[src/rtl/conv_sample_feeder.sv]
`default_nettype none
// ============================================================================
//  Module      : conv_sample_feeder
//  Description : Single-entry sample buffer and issue sequencer feeding a
//                convolution controller. Issues one sample or one coefficient
//                load at a time, waits for the controller to go idle, and
//                tracks the row/column position of the next sample.
//  Revision    : 1.0 - initial release
// ============================================================================
module conv_sample_feeder (
    input  logic        clk,
    input  logic        n_rst,
    input  logic        in_valid,
    input  logic [15:0] in_data,
    output logic        in_ready,
    input  logic [7:0]  cfg_width,
    input  logic        coeff_req,
    input  logic        frame_start,
    input  logic        modwait,
    output logic        sample_load_en,
    output logic        new_row,
    output logic        coeff_load_en,
    output logic [15:0] sample_data,
    output logic [7:0]  col_count,
    output logic [15:0] row_count
);

    localparam logic [2:0] ST_IDLE      = 3'd0;
    localparam logic [2:0] ST_ISSUE     = 3'd1;
    localparam logic [2:0] ST_COEFF     = 3'd2;
    localparam logic [2:0] ST_WAIT1     = 3'd3;
    localparam logic [2:0] ST_WAIT_BUSY = 3'd4;

    localparam logic [7:0] MIN_WIDTH    = 8'd3;

    logic [2:0]  state_q, state_d;
    logic        buf_full_q, buf_full_d;
    logic [15:0] buf_data_q, buf_data_d;
    logic        coeff_pend_q, coeff_pend_d;
    logic        frame_pend_q, frame_pend_d;
    logic [7:0]  col_q, col_d;
    logic [15:0] row_q, row_d;

    logic [7:0]  eff_width;
    logic        last_col;
    logic        accept;

    // Widths below three collapse to three; ">=" keeps the column counter
    // bounded even if the width is lowered mid-row.
    assign eff_width = (cfg_width < MIN_WIDTH) ? MIN_WIDTH : cfg_width;
    assign last_col  = (col_q >= (eff_width - 8'd1));

    // Ready is held low combinationally while reset is asserted.
    assign in_ready  = n_rst & ~buf_full_q;
    assign accept    = in_valid & in_ready;

    assign sample_data = buf_data_q;
    assign col_count   = col_q;
    assign row_count   = row_q;

    // State register.
    always_ff @(posedge clk) begin
        if (!n_rst) begin
            state_q <= ST_IDLE;
        end else begin
            state_q <= state_d;
        end
    end

    // Next-state logic; a pending coefficient load wins over a buffered sample.
    always_comb begin
        state_d = state_q;
        case (state_q)
            ST_IDLE: begin
                if (coeff_pend_q && !modwait) begin
                    state_d = ST_COEFF;
                end else if (buf_full_q && !modwait) begin
                    state_d = ST_ISSUE;
                end
            end
            ST_ISSUE:     state_d = ST_WAIT1;
            ST_COEFF:     state_d = ST_WAIT1;
            ST_WAIT1:     state_d = ST_WAIT_BUSY;
            ST_WAIT_BUSY: begin
                if (!modwait) begin
                    state_d = ST_IDLE;
                end
            end
            default:      state_d = ST_IDLE;
        endcase
    end

    // Moore output decode; the two strobes come from distinct states.
    always_comb begin
        sample_load_en = 1'b0;
        coeff_load_en  = 1'b0;
        new_row        = 1'b0;
        case (state_q)
            ST_ISSUE: begin
                sample_load_en = 1'b1;
                new_row        = (col_q == 8'd0) && (row_q != 16'd0);
            end
            ST_COEFF: coeff_load_en = 1'b1;
            default: ;
        endcase
    end

    // Datapath next-state: buffer, pending flags and position counters.
    always_comb begin
        buf_full_d   = buf_full_q;
        buf_data_d   = buf_data_q;
        coeff_pend_d = coeff_pend_q;
        frame_pend_d = frame_pend_q;
        col_d        = col_q;
        row_d        = row_q;

        // Buffer empties as the sample is issued; refills whenever empty.
        if (state_q == ST_ISSUE) begin
            buf_full_d = 1'b0;
        end
        if (accept) begin
            buf_full_d = 1'b1;
            buf_data_d = in_data;
        end

        // Leaving COEFF retires the request; repeats while pending merge.
        if (state_q == ST_COEFF) begin
            coeff_pend_d = 1'b0;
        end else if (coeff_req) begin
            coeff_pend_d = 1'b1;
        end

        // Position advances as each sample leaves ISSUE; row wraps naturally.
        if (state_q == ST_ISSUE) begin
            if (last_col) begin
                col_d = 8'd0;
                row_d = row_q + 16'd1;
            end else begin
                col_d = col_q + 8'd1;
            end
        end

        // Frame restart only touches the counters from IDLE; otherwise it
        // is remembered until the sequencer next rests in IDLE.
        if (state_q == ST_IDLE) begin
            if (frame_start || frame_pend_q) begin
                col_d        = 8'd0;
                row_d        = 16'd0;
                frame_pend_d = 1'b0;
            end
        end else if (frame_start) begin
            frame_pend_d = 1'b1;
        end
    end

    // Datapath registers; reset discards any buffered sample.
    always_ff @(posedge clk) begin
        if (!n_rst) begin
            buf_full_q   <= 1'b0;
            buf_data_q   <= 16'd0;
            coeff_pend_q <= 1'b0;
            frame_pend_q <= 1'b0;
            col_q        <= 8'd0;
            row_q        <= 16'd0;
        end else begin
            buf_full_q   <= buf_full_d;
            buf_data_q   <= buf_data_d;
            coeff_pend_q <= coeff_pend_d;
            frame_pend_q <= frame_pend_d;
            col_q        <= col_d;
            row_q        <= row_d;
        end
    end

endmodule
`default_nettype wire

[config.mk]
export PLATFORM = sky130hd
export DESIGN_NAME = conv_sample_feeder
export DESIGN_NICKNAME = d
export VERILOG_FILES = /design/src/rtl/conv_sample_feeder.sv
export SDC_FILE = /design/constraint.sdc
export NUM_CORES = 1
export LEC_CHECK = 0
export CORE_MARGIN = 3
export CORE_UTILIZATION = 42
export DETAILED_ROUTE_END_ITERATION = 12
export GPL_TIMING_DRIVEN = 0
export PLACE_DENSITY = 0.74
export SYNTH_ARGS = -nofsm -noshare
export SYNTH_HDL_FRONTEND = slang
export SYNTH_SLANG_ARGS = --single-unit
[constraint.sdc]
create_clock -name clk -period 3.1 [get_ports clk]
set_clock_uncertainty 0.2 [all_clocks]
set_input_delay 0.465 -clock clk [delete_from_list [all_inputs] [get_ports clk]]
set_output_delay 0.465 -clock clk [all_outputs]
set_load 0.01 [all_outputs]
==> metrics.txt, run 1 <==
proportion of synthesized chip area in sequential cells=38.41%; Data required, critical path=~3 ns; initial drt markers=between 100 and 150; share of synthesized flip-flops with an asynchronous set or reset=0%; number of stages on the worst hold path=2; final global-route overflow total=0; area used by multi-input combinational logic=about 1600 um2; most common library cells after synthesis=sky130_fd_sc_hd__nand2_1 (59), sky130_fd_sc_hd__dfxtp_1 (46), sky130_fd_sc_hd__o21ai_0 (23); die footprint=roughly 6700 um2; Relative slew margins=between 10% and 20%; unrepaired setup endpoints after global routing=true; final worst path period need=3.108 ns; EDFF count, synth=0; buffer type at the clock tree root=sky130_fd_sc_hd__clkbuf_8; number of antenna violations at the first check in global routing=0; Core Area=between 5000 and 6000 um2; worst hold endpoint=sample_data[12]$_SDFFE_PN0P_; starting density of the core=between 40% and 50%; routability congestion estimate=0.8045; P per Cell Area=376.3 nW/um2; DRC Markers=0; Tightest Pin Transition=1.258 ns; floorplan die height=roughly 80 um; worst hold-check path type=register to register; Initial DRT Pass Iterations=4; vias per std cell=5.272; Final Hold Vio Count=0; distinct cell type count after synthesis=42; number of port buffers=73; CTS tree=built; slack of the worst reg-to-reg path=about 0.99 ns; Area contributors post-synth=sky130_fd_sc_hd__dfxtp_1 (38%), sky130_fd_sc_hd__nand2_1 (9.2%), sky130_fd_sc_hd__ha_1 (6.8%), sky130_fd_sc_hd__o21ai_0 (4.8%), sky130_fd_sc_hd__mux2i_1 (4.6%); min setup slack post-route=-0.007690 ns; signed area change from the synthesized netlist to the final layout=45.98%; clock buffer count from CTS=5; Reg-to-Reg End=row_count[11]$_SDFF_PN0_; Antenna Nets Post-Route=0; row cnt=26; cell leakage power=around 0.0012 uW; predominant post-synthesis flop cell=sky130_fd_sc_hd__dfxtp_1; status=complete, but fails checks; detailed-route via count=~2,400; violations in the final reports=setup timing; sequential cell area in the final layout=~920 um2; peak fanout along the critical path=6; wirelength, routed=around 6.2 mm; clock insertion delay at the later pin of the skew report=~0.3 ns; Routed wire per std cell=approximately 14 um; overall fraction of global-route tracks in use=about a fifth; ratio of cells with drive above 1 in the final layout=a little over an eighth; maximum count of clock buffers along a single path=2; post-synthesis cell count=292; DP HPWL=between 4 and 5 mm; synthesized area per cell=approximately 8.2 um2; Clock Sink Count=46; startpoint of the worst register-to-register path=state_q[2]$_SDFFE_PN0P_; number of I/O pins=74; cell type with the largest total area after synthesis=sky130_fd_sc_hd__dfxtp_1; number of max-cap violations=0; top-count cell post-synth=sky130_fd_sc_hd__nand2_1; Max VDD drop=between 0.2 and 0.3 mV; data arrival time of the worst path=a little over 3 ns; yosys synthesis warning count=0; Final nets=421; maximum number of pins on one net before global-route repair=14; R2R cell count=4; startpoint of the lowest-slack hold path=sample_data[12]$_SDFFE_PN0P_; final-layout fill cell count=about 460; placement-stage worst setup slack=-0.8093 ns; post-synthesis instance area=roughly 2400 um2; Critical Path End Type=register; clock-pin slew on the worst setup and hold paths=0.08 ns; final critical-path share of the clock period=100.2%; vias in the first global route=around 2,300; portion of synthesized cell area occupied by the leading cell type=approximately 38%; kind of start point of the critical path=input port; path type of the worst setup path=input port to register; width of the die=a little over 80 um; number of synthesized register bits=46; maximum clock rate=0.3218 GHz; diodes inserted=0; post-synthesis net count=about 340; count of final setup violators=1; wire length of the first global-routing pass=a little over 10 mm; number of max-slew violations in the final report=0; Max H-tree Level=2; total negative slack for setup checks=-0.007690 ns
layout by cell type, fill, tap and decap left out, types with 3 or more instances in the layout:
cell type	netlist	routed
sky130_fd_sc_hd__a2111o_1	3	3
sky130_fd_sc_hd__a21boi_2	0	3
sky130_fd_sc_hd__a21oi_1	19	15
sky130_fd_sc_hd__a21oi_2	0	4
sky130_fd_sc_hd__buf_2	2	4
sky130_fd_sc_hd__buf_4	1	4
sky130_fd_sc_hd__clkbuf_1	7	8
sky130_fd_sc_hd__clkbuf_8	0	6
sky130_fd_sc_hd__clkdlybuf4s50_1	0	69
sky130_fd_sc_hd__dfxtp_1	46	46
sky130_fd_sc_hd__ha_1	13	12
sky130_fd_sc_hd__inv_1	8	7
sky130_fd_sc_hd__mux2i_1	11	11
sky130_fd_sc_hd__nand2_1	59	56
sky130_fd_sc_hd__nand2_2	1	3
sky130_fd_sc_hd__nand2b_1	10	10
sky130_fd_sc_hd__nand3_1	13	12
sky130_fd_sc_hd__nor2_1	21	16
sky130_fd_sc_hd__nor2_2	0	4
sky130_fd_sc_hd__nor3b_1	3	3
sky130_fd_sc_hd__nor4_1	4	4
sky130_fd_sc_hd__nor4b_1	3	3
sky130_fd_sc_hd__o21ai_0	23	19
sky130_fd_sc_hd__o21ai_1	0	3
sky130_fd_sc_hd__xnor2_1	6	5
sky130_fd_sc_hd__xor2_1	5	5
layer usage:
metal | wire length (um) | track usage, % | up-vias
met5 | 0 | 0 | -
met1 | 2781 | 23.40 | 1087
li1 | - | - | 1196
met2 | 2892 | 33.88 | 78
met3 | 490 | 6.579 | 6
met4 | 63 | 5.574 | 0
metrics by stage:
stage                     total power [uW]  util [%]  cell area [um2]  hold slack (ns)  instances
final                                 1317     66.00             3500           0.2566        449
after global routing                  1384     66.00             3500           0.2849        449
after CTS                             1320     64.75             3433           0.2621        449
after detailed placement             934.7     61.70             3272           0.2506        435
after global placement               929.4     61.70             3272           0.2426        435
after floorplan                      804.2         -             2454           0.2612        292
timing repair:
item | CTS | global route
setup endpoints to repair | 24 | 24
gates cloned | 2 | 0
gates resized for setup | 25 | 23
setup buffers | 4 | 1
endpoints found under the hold margin | 0 | 0
hold buffers | 0 | 0
pin swaps | 16 | 30
cell type report:
| cell class | count | area share, % |
|---|---|---|
| clock inverters | 1 | 0.1430 |
| plain buffers | 10 | 1.251 |
| well taps | 70 | 2.503 |
| inverters | 8 | 0.8581 |
| clock buffers | 7 | 2.467 |
| repair buffers | 77 | 21.74 |
| multi-input cells | 230 | 44.73 |
| flip-flops and latches | 46 | 26.31 |
worst max path at each step:
stage | from | end | slack, ns
final | cfg_width[3] | row_count[0]$_SDFF_PN0_ | -0.008
after CTS | cfg_width[3] | row_count[6]$_SDFF_PN0_ | 0.02
after global routing | cfg_width[3] | row_count[8]$_SDFF_PN0_ | -0.12
after detailed placement | cfg_width[4] | col_count[5]$_SDFF_PN0_ | -0.81
after floorplan | cfg_width[4] | row_count[1]$_SDFF_PN0_ | 0.003
after global placement | cfg_width[4] | col_count[6]$_SDFF_PN0_ | -0.76
power breakdown:
| group | switching (uW) | internal [uW] |
|---|---|---|
| Clock | 198 | 180 |
| Sequential | 26.8 | 620 |
| Combinational | 146 | 146 |
sequential cells by signal (all words and copies together), names as in the netlist:
signal and count:
col_count 8, coeff_pend_q 1, buf_full_q 1, sample_data 16
row_count 16, state_q 3, frame_pend_q 1
logic make-up after synthesis:
| group | Yosys count | share of synthesized area (%) |
|---|---|---|
| XOR/XNOR | 11 | 4.019 |
| flip-flops | 46 | 38.41 |
| AND/OR/NAND/NOR | 133 | 27.09 |
| AO/OA/AOI/OAI | 60 | 16.02 |
| adder cells (fa/ha/maj) | 13 | 6.785 |
| buffers and inverters | 18 | 3.080 |
| multiplexers | 11 | 4.593 |
worst max-delay path, stage by stage:
cell and delay, ns:
sky130_fd_sc_hd__buf_8 0.10, sky130_fd_sc_hd__or4_4 0.54, sky130_fd_sc_hd__nor3_4 0.25, sky130_fd_sc_hd__nor2_1 0.07
sky130_fd_sc_hd__ha_2 0.21, sky130_fd_sc_hd__xnor2_2 0.14, sky130_fd_sc_hd__ha_1 0.34, sky130_fd_sc_hd__a31oi_2 0.27
sky130_fd_sc_hd__nor2b_4 0.10, sky130_fd_sc_hd__o211ai_1 0.19, sky130_fd_sc_hd__buf_4 0.19, sky130_fd_sc_hd__a21o_1 0.13
sky130_fd_sc_hd__a21oi_2 0.05
(Power assumes the default switching activity.)
==> inputs of run 2 (changes only) <==
HOLD_SLACK_MARGIN = 0.15   (was not set)
==> results of run 2 <==
Same layout as run 1: the final DEF is identical, and so are final timing and power.
